`config.mk`:
```
export PLATFORM = sky130hd
export DESIGN_NAME = fpu_exp_pipe
export DESIGN_NICKNAME = d
export VERILOG_FILES = /design/src/rtl/fpu_exp_pkg.sv /design/src/rtl/bk15.sv /design/src/rtl/csa3_15.sv /design/src/rtl/fpu_exp_pipe.sv
export SDC_FILE = /design/constraint.sdc
export NUM_CORES = 1
export LEC_CHECK = 0
export CORE_UTILIZATION = 47
export DETAILED_ROUTE_END_ITERATION = 10
export GPL_TIMING_DRIVEN = 0
export HOLD_SLACK_MARGIN = 0.06
export PLACE_DENSITY = 0.77
export SLEW_MARGIN = 20
export SYNTH_ARGS = -nofsm -noshare
export SYNTH_HDL_FRONTEND = slang
export SYNTH_SLANG_ARGS = --single-unit
```
`constraint.sdc`:
```
create_clock -name clk -period 2.75 [get_ports clk]
set_clock_uncertainty 0.2 [all_clocks]
set_input_delay 0.275 -clock clk [delete_from_list [all_inputs] [get_ports clk]]
set_output_delay 0.275 -clock clk [all_outputs]
set_load 0.03 [all_outputs]
```
`src/rtl/fpu_exp_pkg.sv`:
```
// rtl/fpu_exp_pkg.sv - shared width, opcode encoding and stage payload types for the FPU exponent pipe
package fpu_exp_pkg;

  localparam int W = 15;

  localparam logic OP_MUL = 1'b0;
  localparam logic OP_DIV = 1'b1;

  typedef struct packed {
    logic [W-1:0] s;
    logic [W-1:0] k;
    logic         cin;
  } exp_s1_t;

  typedef struct packed {
    logic [W-1:0] exp;
    logic         ovf;
    logic         unf;
  } exp_res_t;

endpackage

```
`src/rtl/bk15.sv`:
```
// rtl/bk15.sv - 15-bit Brent-Kung prefix adder with carry-in, result mod 2^15
module bk15 (
  input  logic [14:0] a,
  input  logic [14:0] b,
  input  logic        cin,
  output logic [14:0] sum
);

  logic [14:0] p;
  logic [13:0] g;
  logic [13:0] gg;
  logic [13:0] pp;

  // gg[i] ends up as the carry out of bit i; the carry out of bit 14 is never needed.
  always_comb begin
    p  = a ^ b;
    g  = a[13:0] & b[13:0];
    gg = g;
    pp = p[13:0];
    gg[0] = g[0] | (p[0] & cin);
    for (int d = 1; d < 14; d = d * 2) begin
      for (int i = 2 * d - 1; i < 14; i = i + 2 * d) begin
        gg[i] = gg[i] | (pp[i] & gg[i-d]);
        pp[i] = pp[i] & pp[i-d];
      end
    end
    for (int d = 4; d >= 1; d = d / 2) begin
      for (int i = 3 * d - 1; i < 14; i = i + 2 * d) begin
        gg[i] = gg[i] | (pp[i] & gg[i-d]);
      end
    end
    sum = p ^ {gg, cin};
  end

endmodule

```
`src/rtl/csa3_15.sv`:
```
// rtl/csa3_15.sv - 15-bit 3:2 carry-save compressor
module csa3_15
  import fpu_exp_pkg::*;
(
  input  logic [W-1:0] a,
  input  logic [W-1:0] b,
  input  logic [W-1:0] c,
  output logic [W-1:0] s,
  output logic [W-1:0] k
);

  logic [W-1:0] maj;

  assign maj = (a & b) | (a & c) | (b & c);
  assign s   = a ^ b ^ c;
  // Carry out of the top bit falls off: the sum is taken mod 2^W.
  assign k   = {maj[W-2:0], 1'b0};

endmodule

```
`src/rtl/fpu_exp_pipe.sv`:
```
// rtl/fpu_exp_pipe.sv - two-stage valid/ready MUL/DIV exponent datapath (CSA + bk15)
// FPU_EXP_SKID_EN adds a registered-ready skid buffer ahead of S1.
module fpu_exp_pipe
  import fpu_exp_pkg::*;
#(
  parameter int EXP_W = 11,
  parameter int BIAS  = 1023
) (
  input  logic             clk,
  input  logic             reset,
  input  logic             InValid,
  output logic             InReady,
  input  logic             InOp,
  input  logic [EXP_W-1:0] XA,
  input  logic [EXP_W-1:0] XB,
  output logic             OutValid,
  input  logic             OutReady,
  output logic [W-1:0]     ExpOut,
  output logic             ExpOvf,
  output logic             ExpUnf
);

  localparam logic [W-1:0] BIAS_W   = W'(BIAS);
  localparam logic [W-1:0] NEG_BIAS = (~BIAS_W) + W'(1);
  localparam logic [W-1:0] OVF_LIM  = W'((1 << EXP_W) - 1);

  logic             s1_valid;
  exp_s1_t          s1_q;
  exp_s1_t          s1_d;
  logic             s2_valid;
  exp_res_t         s2_q;
  exp_res_t         res_d;
  logic             s1_load;
  logic             s2_load;

  logic             src_op;
  logic [EXP_W-1:0] src_xa;
  logic [EXP_W-1:0] src_xb;
  logic [W-1:0]     opa;
  logic [W-1:0]     opb;
  logic [W-1:0]     opc;
  logic [W-1:0]     csa_s;
  logic [W-1:0]     csa_k;
  logic [W-1:0]     sum_e;

  assign s2_load = !s2_valid || OutReady;
  assign s1_load = !s1_valid || s2_load;

  // DIV forms XA + ~XB + 1 + BIAS, i.e. XA - XB + BIAS.
  always_comb begin
    opa = {{(W-EXP_W){1'b0}}, src_xa};
    opb = {{(W-EXP_W){1'b0}}, src_xb};
    opc = NEG_BIAS;
    if (src_op == OP_DIV) begin
      opb = ~opb;
      opc = BIAS_W;
    end
  end

  csa3_15 u_csa (
    .a (opa),
    .b (opb),
    .c (opc),
    .s (csa_s),
    .k (csa_k)
  );

  assign s1_d = '{s: csa_s, k: csa_k, cin: (src_op == OP_DIV)};

`ifdef FPU_EXP_SKID_EN
  logic             skid_valid;
  logic             skid_op;
  logic [EXP_W-1:0] skid_xa;
  logic [EXP_W-1:0] skid_xb;

  assign InReady = !skid_valid;
  assign src_op  = skid_valid ? skid_op : InOp;
  assign src_xa  = skid_valid ? skid_xa : XA;
  assign src_xb  = skid_valid ? skid_xb : XB;

  // The skid entry is always older than anything on the inputs, so it drains into S1 first.
  always_ff @(posedge clk) begin
    if (reset) begin
      s1_valid   <= 1'b0;
      s1_q       <= '0;
      skid_valid <= 1'b0;
      skid_op    <= 1'b0;
      skid_xa    <= '0;
      skid_xb    <= '0;
    end else begin
      if (s1_load) begin
        s1_valid <= skid_valid || InValid;
        if (skid_valid || InValid) s1_q <= s1_d;
        skid_valid <= 1'b0;
      end else if (InValid && !skid_valid) begin
        skid_valid <= 1'b1;
        skid_op    <= InOp;
        skid_xa    <= XA;
        skid_xb    <= XB;
      end
    end
  end
`else
  assign InReady = s1_load;
  assign src_op  = InOp;
  assign src_xa  = XA;
  assign src_xb  = XB;

  always_ff @(posedge clk) begin
    if (reset) begin
      s1_valid <= 1'b0;
      s1_q     <= '0;
    end else if (s1_load) begin
      s1_valid <= InValid;
      if (InValid) s1_q <= s1_d;
    end
  end
`endif

  bk15 u_bk15 (
    .a   (s1_q.s),
    .b   (s1_q.k),
    .cin (s1_q.cin),
    .sum (sum_e)
  );

  always_comb begin
    res_d.exp = sum_e;
    res_d.ovf = !sum_e[W-1] && (sum_e >= OVF_LIM);
    res_d.unf = sum_e[W-1] || (sum_e == '0);
  end

  // Result registers only change on a real S1 -> S2 transfer, keeping outputs quiet on bubbles.
  always_ff @(posedge clk) begin
    if (reset) begin
      s2_valid <= 1'b0;
      s2_q     <= '0;
    end else if (s2_load) begin
      s2_valid <= s1_valid;
      if (s1_valid) s2_q <= res_d;
    end
  end

  assign OutValid = s2_valid;
  assign ExpOut   = s2_q.exp;
  assign ExpOvf   = s2_q.ovf;
  assign ExpUnf   = s2_q.unf;

endmodule

```
======== After elaboration in Yosys (flattened, before gate mapping) ========
Index checks and enable logic that the tools add are counted.
Widths: inputs -> output; s select.
word-level totals
  input port bits ......................... 27
  bits in registers ....................... 49
  output and inout port bits .............. 19
operators by class
  order comparisons ....................... 1
  bitwise gates (word level) .............. 63
  reductions and logical operators ........ 10
  multiplexer cells ....................... 2
operator list
  cell                  count
  $xor 15x15->15        3
  $and 1x1->1           30
  $mux 15               2
  $and 11x14->14        2
  $and 14x14->14        2
  $or 14x14->14         2
  $or 1x1->1            22
  $ge 15x11->1 const B  1
  $logic_not 15->1      1
  $not 11->15           1
  $xor 11x15->15        1
  $reduce_and 2->1      2
  $logic_not 1->1       3
  $logic_or 1x1->1      3
  $logic_and 1x1->1     1

======== Logic depth before layout (Yosys ltp) ========
Gate-level depths: netlist (run 1).
  depth in word-level cells ............... 16
  gate-level depth with buffers ........... 14
  mapped depth without buffers ............ 14

======== Modules after synthesis ========
From an unflattened synthesis (run 1), not the netlist that was laid out.
unflattened totals
  cells, all modules ...................... 339
  area, all modules ....................... 3,340.7 µm²
modules (own cells, without submodules)
  module        instances  seq. area each (µm²)  cells each  area an instance (µm²)
  fpu_exp_pipe  1          1,001.0               251         2,406.1
  bk15          1          0.0                   71          619.3
  csa3_15       1          0.0                   17          315.3

======== Least setup slack after synthesis (run 1) ========
No wires, ideal clock.
  kind .................................... reg2reg
  start ................................... register s1_q[16] (netlist bit)
  end ..................................... register s2_q, in the netlist ExpUnf
  data arrival time ....................... 2.539 ns
  path slack .............................. -0.064 ns
  clock period less this slack ............ 2.814 ns
  setup time .............................. 0.075 ns
  path buffers ............................ 0
  stages on the path, launching flop included .. 15
  cells stage by stage .................... dfxtp_1 -> ha_1 -> inv_1 -> fa_1 -> inv_1 -> a21oi_1 -> o21a_1 -> o22ai_1 -> o22ai_1 -> fa_1 -> nand2_1 -> nor4_1 -> and3_1 -> nand3_1 -> o22ai_1
on the way
  cells in the longest elaborated chain, start to end .. 16
  elaborated cells on any way between the ends .. 33
ends and longest elaborated chain
  element                 line                 text
  start, declared         fpu_exp_pipe.sv:28   exp_s1_t s1_q;
  start signal, assigned  fpu_exp_pipe.sv:112  s1_q <= '0;
  start signal, assigned  fpu_exp_pipe.sv:115  if (InValid) s1_q <= s1_d;
  $xor 15x15->15          bk15.sv:16           p = a ^ b;
  $and 1x1->1             bk15.sv:20           gg[0] = g[0] | (p[0] & cin);
  $or 1x1->1              bk15.sv:20
  $and 1x1->1             bk15.sv:23           gg[i] = gg[i] | (pp[i] & gg[i-d]);
  $or 1x1->1              bk15.sv:23
  $and 1x1->1             bk15.sv:23
  $or 1x1->1              bk15.sv:23
  $and 1x1->1             bk15.sv:23
  $or 1x1->1              bk15.sv:23
  $and 1x1->1             bk15.sv:29           gg[i] = gg[i] | (pp[i] & gg[i-d]);
  $or 1x1->1              bk15.sv:29
  $and 1x1->1             bk15.sv:29
  $or 1x1->1              bk15.sv:29
  $xor 15x15->15 (*)      bk15.sv:32           sum = p ^ {gg, cin};
  $logic_not 15->1        fpu_exp_pipe.sv:130  res_d.unf = sum_e[W-1] || (sum_e == '0);
  $logic_or 1x1->1 (*)    fpu_exp_pipe.sv:130
  end signal, assigned    fpu_exp_pipe.sv:140  if (s1_valid) s2_q <= res_d;
  end, declared           fpu_exp_pipe.sv:31   exp_res_t s2_q;
Every way passes the cells marked *; elsewhere a longest branch is shown, timed or not.
A chain may end at the register's enable or synchronous reset.

======== Worst setup path in the final report (run 1) ========
  start ................................... register s1_q[0] (netlist bit)
  end ..................................... register s2_q, in the netlist ExpUnf
on the way
  cells in the longest elaborated chain, start to end .. 15
  elaborated cells on any way between the ends .. 31
ends and longest elaborated chain
  element               line
  $and 1x1->1           bk15.sv:20
  $or 1x1->1            bk15.sv:20
  $and 1x1->1           bk15.sv:23
  $or 1x1->1            bk15.sv:23
  $and 1x1->1           bk15.sv:23
  $or 1x1->1            bk15.sv:23
  $and 1x1->1           bk15.sv:23
  $or 1x1->1            bk15.sv:23
  $and 1x1->1           bk15.sv:29
  $or 1x1->1            bk15.sv:29
  $and 1x1->1           bk15.sv:29
  $or 1x1->1            bk15.sv:29
  $xor 15x15->15 (*)    bk15.sv:32
  $logic_not 15->1      fpu_exp_pipe.sv:130
  $logic_or 1x1->1 (*)  fpu_exp_pipe.sv:130
Marks and branches as above.

==> metrics.txt, run 1 <==
status finished, violations left; failing checks negative setup slack; H-tree levels 2; Crit-path slowest cell fa_2; R2R cell count 14; setup TNS -0.859 ns; Top Ports 46; Total Die Area 0.00525 sq mm; First-pass DRT Iterations 4; Seq pwr share 44.5%; MaxCap Viol Count 0; clk_lat worst skew 0.30 ns; Starting Density 49.1%; Leak Pwr 0.00121 uW; delay-heaviest family, CP adder cells; reg2reg start s1_q[0]$_SDFFE_PP0P_; quantity of hold-fixing buffers added after cts 0; hold depth 2; hold_sp reset; Post-synth EDFFs 0; via/cell ratio 5.29; DR iter-0 viols 63; clock-pin slew on the worst setup and hold paths 0.08 ns; CP Cell Sequence ha_4 > inv_2 > fa_2 > inv_2 > a21oi_2 > o21a_1 > o22ai_2 > o22ai_2 > fa_2 > nand2_2 > nor4_2 > and3_1 > nand3_1 > o22ai_1; ant diodes 0; Fin. Hold Viols 0; layout cell share with drive strength beyond 1 22.3%; final critical-path required period 3.13 ns; Die Ht 72.5 um; grt total ovfl 0; WP data arrival 3.15 ns; dpl hpwl 3670 um; drt drc 0; final setup fails 4; RSZ-0062 raised after global routing true; syn_area_per_cell 9.49 sq um; # clock sinks 42; Routed wire per std cell 14.3 um; GRT Total Usage 21.2%; via count 1969; critical path peak fanout 3; Main synth FF type dfxtp_1; Yosys warning total 0; Routed Antenna Nets 0; Mapped Cells 246; area of the mapped netlist 0.00233 sq mm; Max Slew Vio Count 0; IO Port Bufs 44; FF-to-FF End ExpUnf$_SDFFE_PP0P_; most frequent cells in the layout nor2_1 (46), clkdlybuf4s50_1 (44), dfxtp_1 (38), a211oi_2 (23), inv_1 (16); worst rel slew slack 44.3%; Int Pwr 1060 uW; Tightest Hold Check Type in -> reg; initial antenna violation count 0; clock network power share 24.2%; area grow syn2layout 33.5%; Max stage delay on crit path 0.62 ns; sequential area share after synthesis 36.0%; kind of critical path reg -> reg; worst path bufs/invs 2; Worst Tran Pin Value 0.835 ns; die width 72.5 um; maximum vdd drop 0.216 mV; CP Data Required Time 2.77 ns; post-route setup slack -0.383 ns; CP startpoint kind register; post-synthesis register bit count 42; pwr/cell area 495 mW/mm^2; Final period util 114%; largest net degree at the start of global routing 12; vias in the first global route 1904; fmax 0.319 GHz; Max Root-Sink Buffers 2; CTS tree built; commonest non-fill, non-tap cell in the layout nor2_1; clk root buf clkbuf_8; Nets 351; reg2reg setup slack -0.38 ns; routed wire length 5330 um; Finished Core Util 65.5%; ys async rst share 0%; Cell Rows 25; TritonCTS buffer count 5; switching part of the total power 31.5%; Final GP Congestion 0.849; non-filler cells, final 372; Logic pwr share 31.3%; placed cells 357; Core Area 0.00475 sq mm; critical path capture point type register; synth unique cells 34; Worst Hold End ExpOut[8]$_SDFFE_PP0P_; switching power 486 uW; post-synth net total 292; global-route wire length before repair 8540 um
## synthesized netlist by cell type (all sizes together) (2+ instances only)
| cell | number | area share (%) |
|---|---|---|
| nor2 | 46 | 7.4 |
| dfxtp | 42 | 36 |
| a211oi | 29 | 14 |
| inv | 18 | 2.9 |
| a21oi | 16 | 3.4 |
| ha | 13 | 7.0 |
| mux2i | 11 | 4.7 |
| xnor2 | 11 | 4.1 |
| buf | 9 | 3.3 |
| clkbuf | 6 | 0.97 |
| fa | 6 | 5.1 |
| nand2 | 6 | 1.1 |
| xor2 | 5 | 1.9 |
| nand3 | 4 | 0.86 |
| a21o | 3 | 0.97 |
| nor2b | 3 | 1.1 |
| o22ai | 3 | 0.80 |
| and3 | 2 | 0.54 |
| nand4 | 2 | 0.54 |
| nor4 | 2 | 0.54 |
## worst register-to-register path: cells and delay by family, from the launching register on
family,cells,cell delay [ns]
fa+ha+maj,3,1.12
compound gates,5,0.75
simple gates,4,0.53
flops,1,0.36
buf+inv,2,0.10
## what timing repair did
item	CTS	global route
pin swaps	8	12
endpoints found under the setup margin	4	6
resized for setup	12	13
setup buffers	5	4
## state kept, by name, summed over array words and instances, names as in the netlist
register and cells:
OutValid 1, s1_valid 1, ExpUnf 1, ExpOut 14, ExpOvf 1, s1_q 24
## how the worst max path moves through the flow
| stage | startpoint | endpoint | slack, ns | cells after the start |
|---|---|---|---|---|
| final | s1_q[0]$_SDFFE_PP0P_ | ExpUnf$_SDFFE_PP0P_ | -0.38 | 14 |
| after global routing | s1_q[0]$_SDFFE_PP0P_ | ExpUnf$_SDFFE_PP0P_ | -0.52 | 14 |
| after CTS | s1_q[16]$_SDFFE_PP0P_ | ExpUnf$_SDFFE_PP0P_ | -0.21 | 14 |
| after detailed placement | s1_q[16]$_SDFFE_PP0P_ | ExpUnf$_SDFFE_PP0P_ | -0.28 | 14 |
| after global placement | s1_q[16]$_SDFFE_PP0P_ | ExpUnf$_SDFFE_PP0P_ | -0.24 | 14 |
| after floorplan | s1_q[16]$_SDFFE_PP0P_ | ExpUnf$_SDFFE_PP0P_ | -0.007 | 14 |
## stage by stage
stage                     hold WS (ns)  cell area (sq um)  total power [uW]  setup slack (ns)
after floorplan                  0.192               2340               961          -0.00719
after global placement           0.253               2860              1100            -0.239
after detailed placement         0.249               2860              1100            -0.282
after CTS                        0.106               3030              1500            -0.212
after global routing             0.149               3120              1610            -0.518
final                            0.118               3120              1540            -0.383
## power by group through the flow
stage	clock [uW]	combinational, uW	sequential, uW
after floorplan	0	238	724
after global placement	0	401	694
after detailed placement	0	406	696
after CTS	377	439	684
after global routing	395	522	691
final	374	482	686
## kinds of logic after synthesis
family / Yosys count / synth area share, %
AO/OA/AOI/OAI: 55 / 20.4
XOR/XNOR: 16 / 6.01
adder cells (fa/ha/maj): 19 / 12.1
buffers and inverters: 33 / 7.18
flip-flops: 42 / 36.0
multiplexers: 11 / 4.72
AND/OR/NAND/NOR: 70 / 13.6
## routing by layer
metal  track usage [%]  up-vias  part of all wire, %
met3              4.44       13                  4.1
met1              26.8      936                   44
met4              7.41        0                  2.4
met5                 0        -                    0
met2              35.8       56                   49
li1                  -      964                    -
## layout make-up
| cell class | count | area [sq um] |
|---|---|---|
| Sequential cell | 42 | 846 |
| Timing Repair Buffer | 52 | 508 |
| Clock buffer | 7 | 76.3 |
| Fill cell | 399 | 1640 |
| Buffer | 15 | 100 |
| Inverter | 18 | 67.6 |
| Multi-Input combinational cell | 171 | 1430 |
| Tap cell | 67 | 83.8 |
No activity file was read; power rests on OpenSTA's default activity.
==> run 2, diff against run 1 <==
- CORE_UTILIZATION: 47 -> 52
- PLACE_DENSITY: 0.77 -> 0.8
- clock period: 2.75 -> 4 ns (I/O delays scaled with it)
==> run 2 against run 1 <==
Against the previous run:
- the run now ends clean
- core utilization rose by 5.2 points
- sequential power shrank 32%
- non-clock buffer count decreased by 8
- fmax shrank 0.35%
- worst hold slack improved by 0.13 ns
- via count fell by 4.5%
- first-iteration DRC count grew 94%
- final cell count decreased by 6.5%
- global-route usage increased by 2.7 points
- routed wire length down 9.3%
- critical endpoint unchanged
- largest cell class unchanged
- highest routed layer unchanged
==> metrics.txt, run 2 (synthesis results as in run 1) <==
Worst Tran Pin Value 0.750 ns; met1 global-route usage 29.5%; Fin. Hold Viols 0; clk_lat worst skew 0.31 ns; met3 usage 4.93%; max reg flops 24; fillers 352; First-pass DRT Iterations 4; hold depth 2; grt total ovfl 0; clk root buf clkbuf_8; quantity of hold-fixing buffers added after cts 0; layout cell share with drive strength beyond 1 14.1%; TritonCTS buffer count 5; PostCTS Resize Cnt 0; Tightest Hold Check Type in -> reg; CP Data Required Time 4.04 ns; CP startpoint kind register; R2R cell count 14; Die Ht 69.0 um; via/cell ratio 5.40; critical path peak fanout 3; die width 69.0 um; routing usage on met2 40.0%; final critical-path required period 3.14 ns; kind of critical path reg -> reg; Most flops, register s1_q; maximum vdd drop 0.226 mV; commonest non-fill, non-tap cell in the layout nor2_1; Core Area 0.00414 sq mm; Nets 343; Top Ports 46; via count 1880; critical path capture point type register; setup TNS 0 ns; RSZ-0062 raised after global routing false; GRT Total Usage 23.8%; IO Port Bufs 44; non-filler cells, final 348; Cell Rows 23; Post-CTS Setup Repair Bufs 0; area grow syn2layout 25.6%; drt drc 0; DR iter-0 viols 122; Total Die Area 0.00476 sq mm; fmax 0.318 GHz; Finished Core Util 70.7%; Leak Pwr 0.00116 uW; initial antenna violation count 0; ant diodes 0; Max Root-Sink Buffers 2; vias in the first global route 1858; Final period util 78.6%; Routed wire per std cell 13.9 um; placed cells 340; CTS tree built; most frequent cells in the layout nor2_1 (46), clkdlybuf4s50_1 (44), dfxtp_1 (42), a211oi_2 (21), inv_1 (18); MaxCap Viol Count 0; Final GP Congestion 0.819; pwr/cell area 354 mW/mm^2; H-tree levels 2; clock-pin slew on the worst setup and hold paths 0.09 ns; status finished clean; global-route wire length before repair 8160 um; Max Slew Vio Count 0; Routed Antenna Nets 0; # clock sinks 42; largest net degree at the start of global routing 16; Starting Density 56.3%; busiest grt layer met2; WP data arrival 3.18 ns; worst rel slew slack 50.0%; dpl hpwl 3670 um; routed wire length 4830 um; final setup fails 0
## run 2: cell types whose count changed in the layout (fill, tap and decap cells not counted), sizes merged
cell and change:
clkinvlp +1, clkbuf -2, inv +1, clkinv +1
buf -8
## run 2: path summary, 6_finish.rpt
check / start / end / slack [ns]
setup / recovery: s1_q[16]$_SDFFE_PP0P_ / ExpUnf$_SDFFE_PP0P_ / 0.86
hold reg to reg: ExpOut[0]$_SDFFE_PP0P_ / ExpOut[0]$_SDFFE_PP0P_ / 0.29
hold / removal: reset / ExpOut[8]$_SDFFE_PP0P_ / 0.25
setup reg to reg: s1_q[16]$_SDFFE_PP0P_ / ExpUnf$_SDFFE_PP0P_ / 0.86
## run 2: layer usage
layer  wire (um)  vias up
met4          80        0
met5           0        -
li1            -      948
met3         233        8
met1        2180      876
met2        2340       48
## run 2: stage by stage
stage	hold slack [ns]	cell area [sq um]	power [uW]	worst slack (ns)
floorplan	0.265	2330	661	1.19
global placement	0.252	2840	753	0.962
detailed placement	0.256	2840	757	0.898
CTS	0.239	2930	1040	0.892
global route	0.254	2930	1090	0.681
finish	0.246	2930	1040	0.856
## run 2: report_power, final
group	switching (uW)	leakage, uW	internal [uW]
registers	19.5	0.000347	449
clock network	164	0.0000447	126
logic	152	0.000770	127
total	335	0.00116	702
## run 2: area by class of cell
class | count | area [sq um] | share of cell area, %
repair buffers | 44 | 440 | 15.0
plain buffers | 15 | 100 | 3.42
multi-input cells | 171 | 1330 | 45.2
well taps | 50 | 62.6 | 2.13
clock inverters | 3 | 25.0 | 0.854
flip-flops and latches | 42 | 841 | 28.7
clock buffers | 5 | 68.8 | 2.35
inverters | 18 | 67.6 | 2.31
## run 2: critical path, cell delays in order (launching register included)
cell and delay, ns:
dfxtp_1 0.35, ha_1 0.14, inv_1 0.05, fa_1 0.41, inv_1 0.07, a21oi_1 0.07
o21a_1 0.22, o22ai_1 0.24, o22ai_1 0.15, fa_1 0.56, nand2_1 0.07, nor4_1 0.17
and3_1 0.18, nand3_1 0.08, o22ai_1 0.12
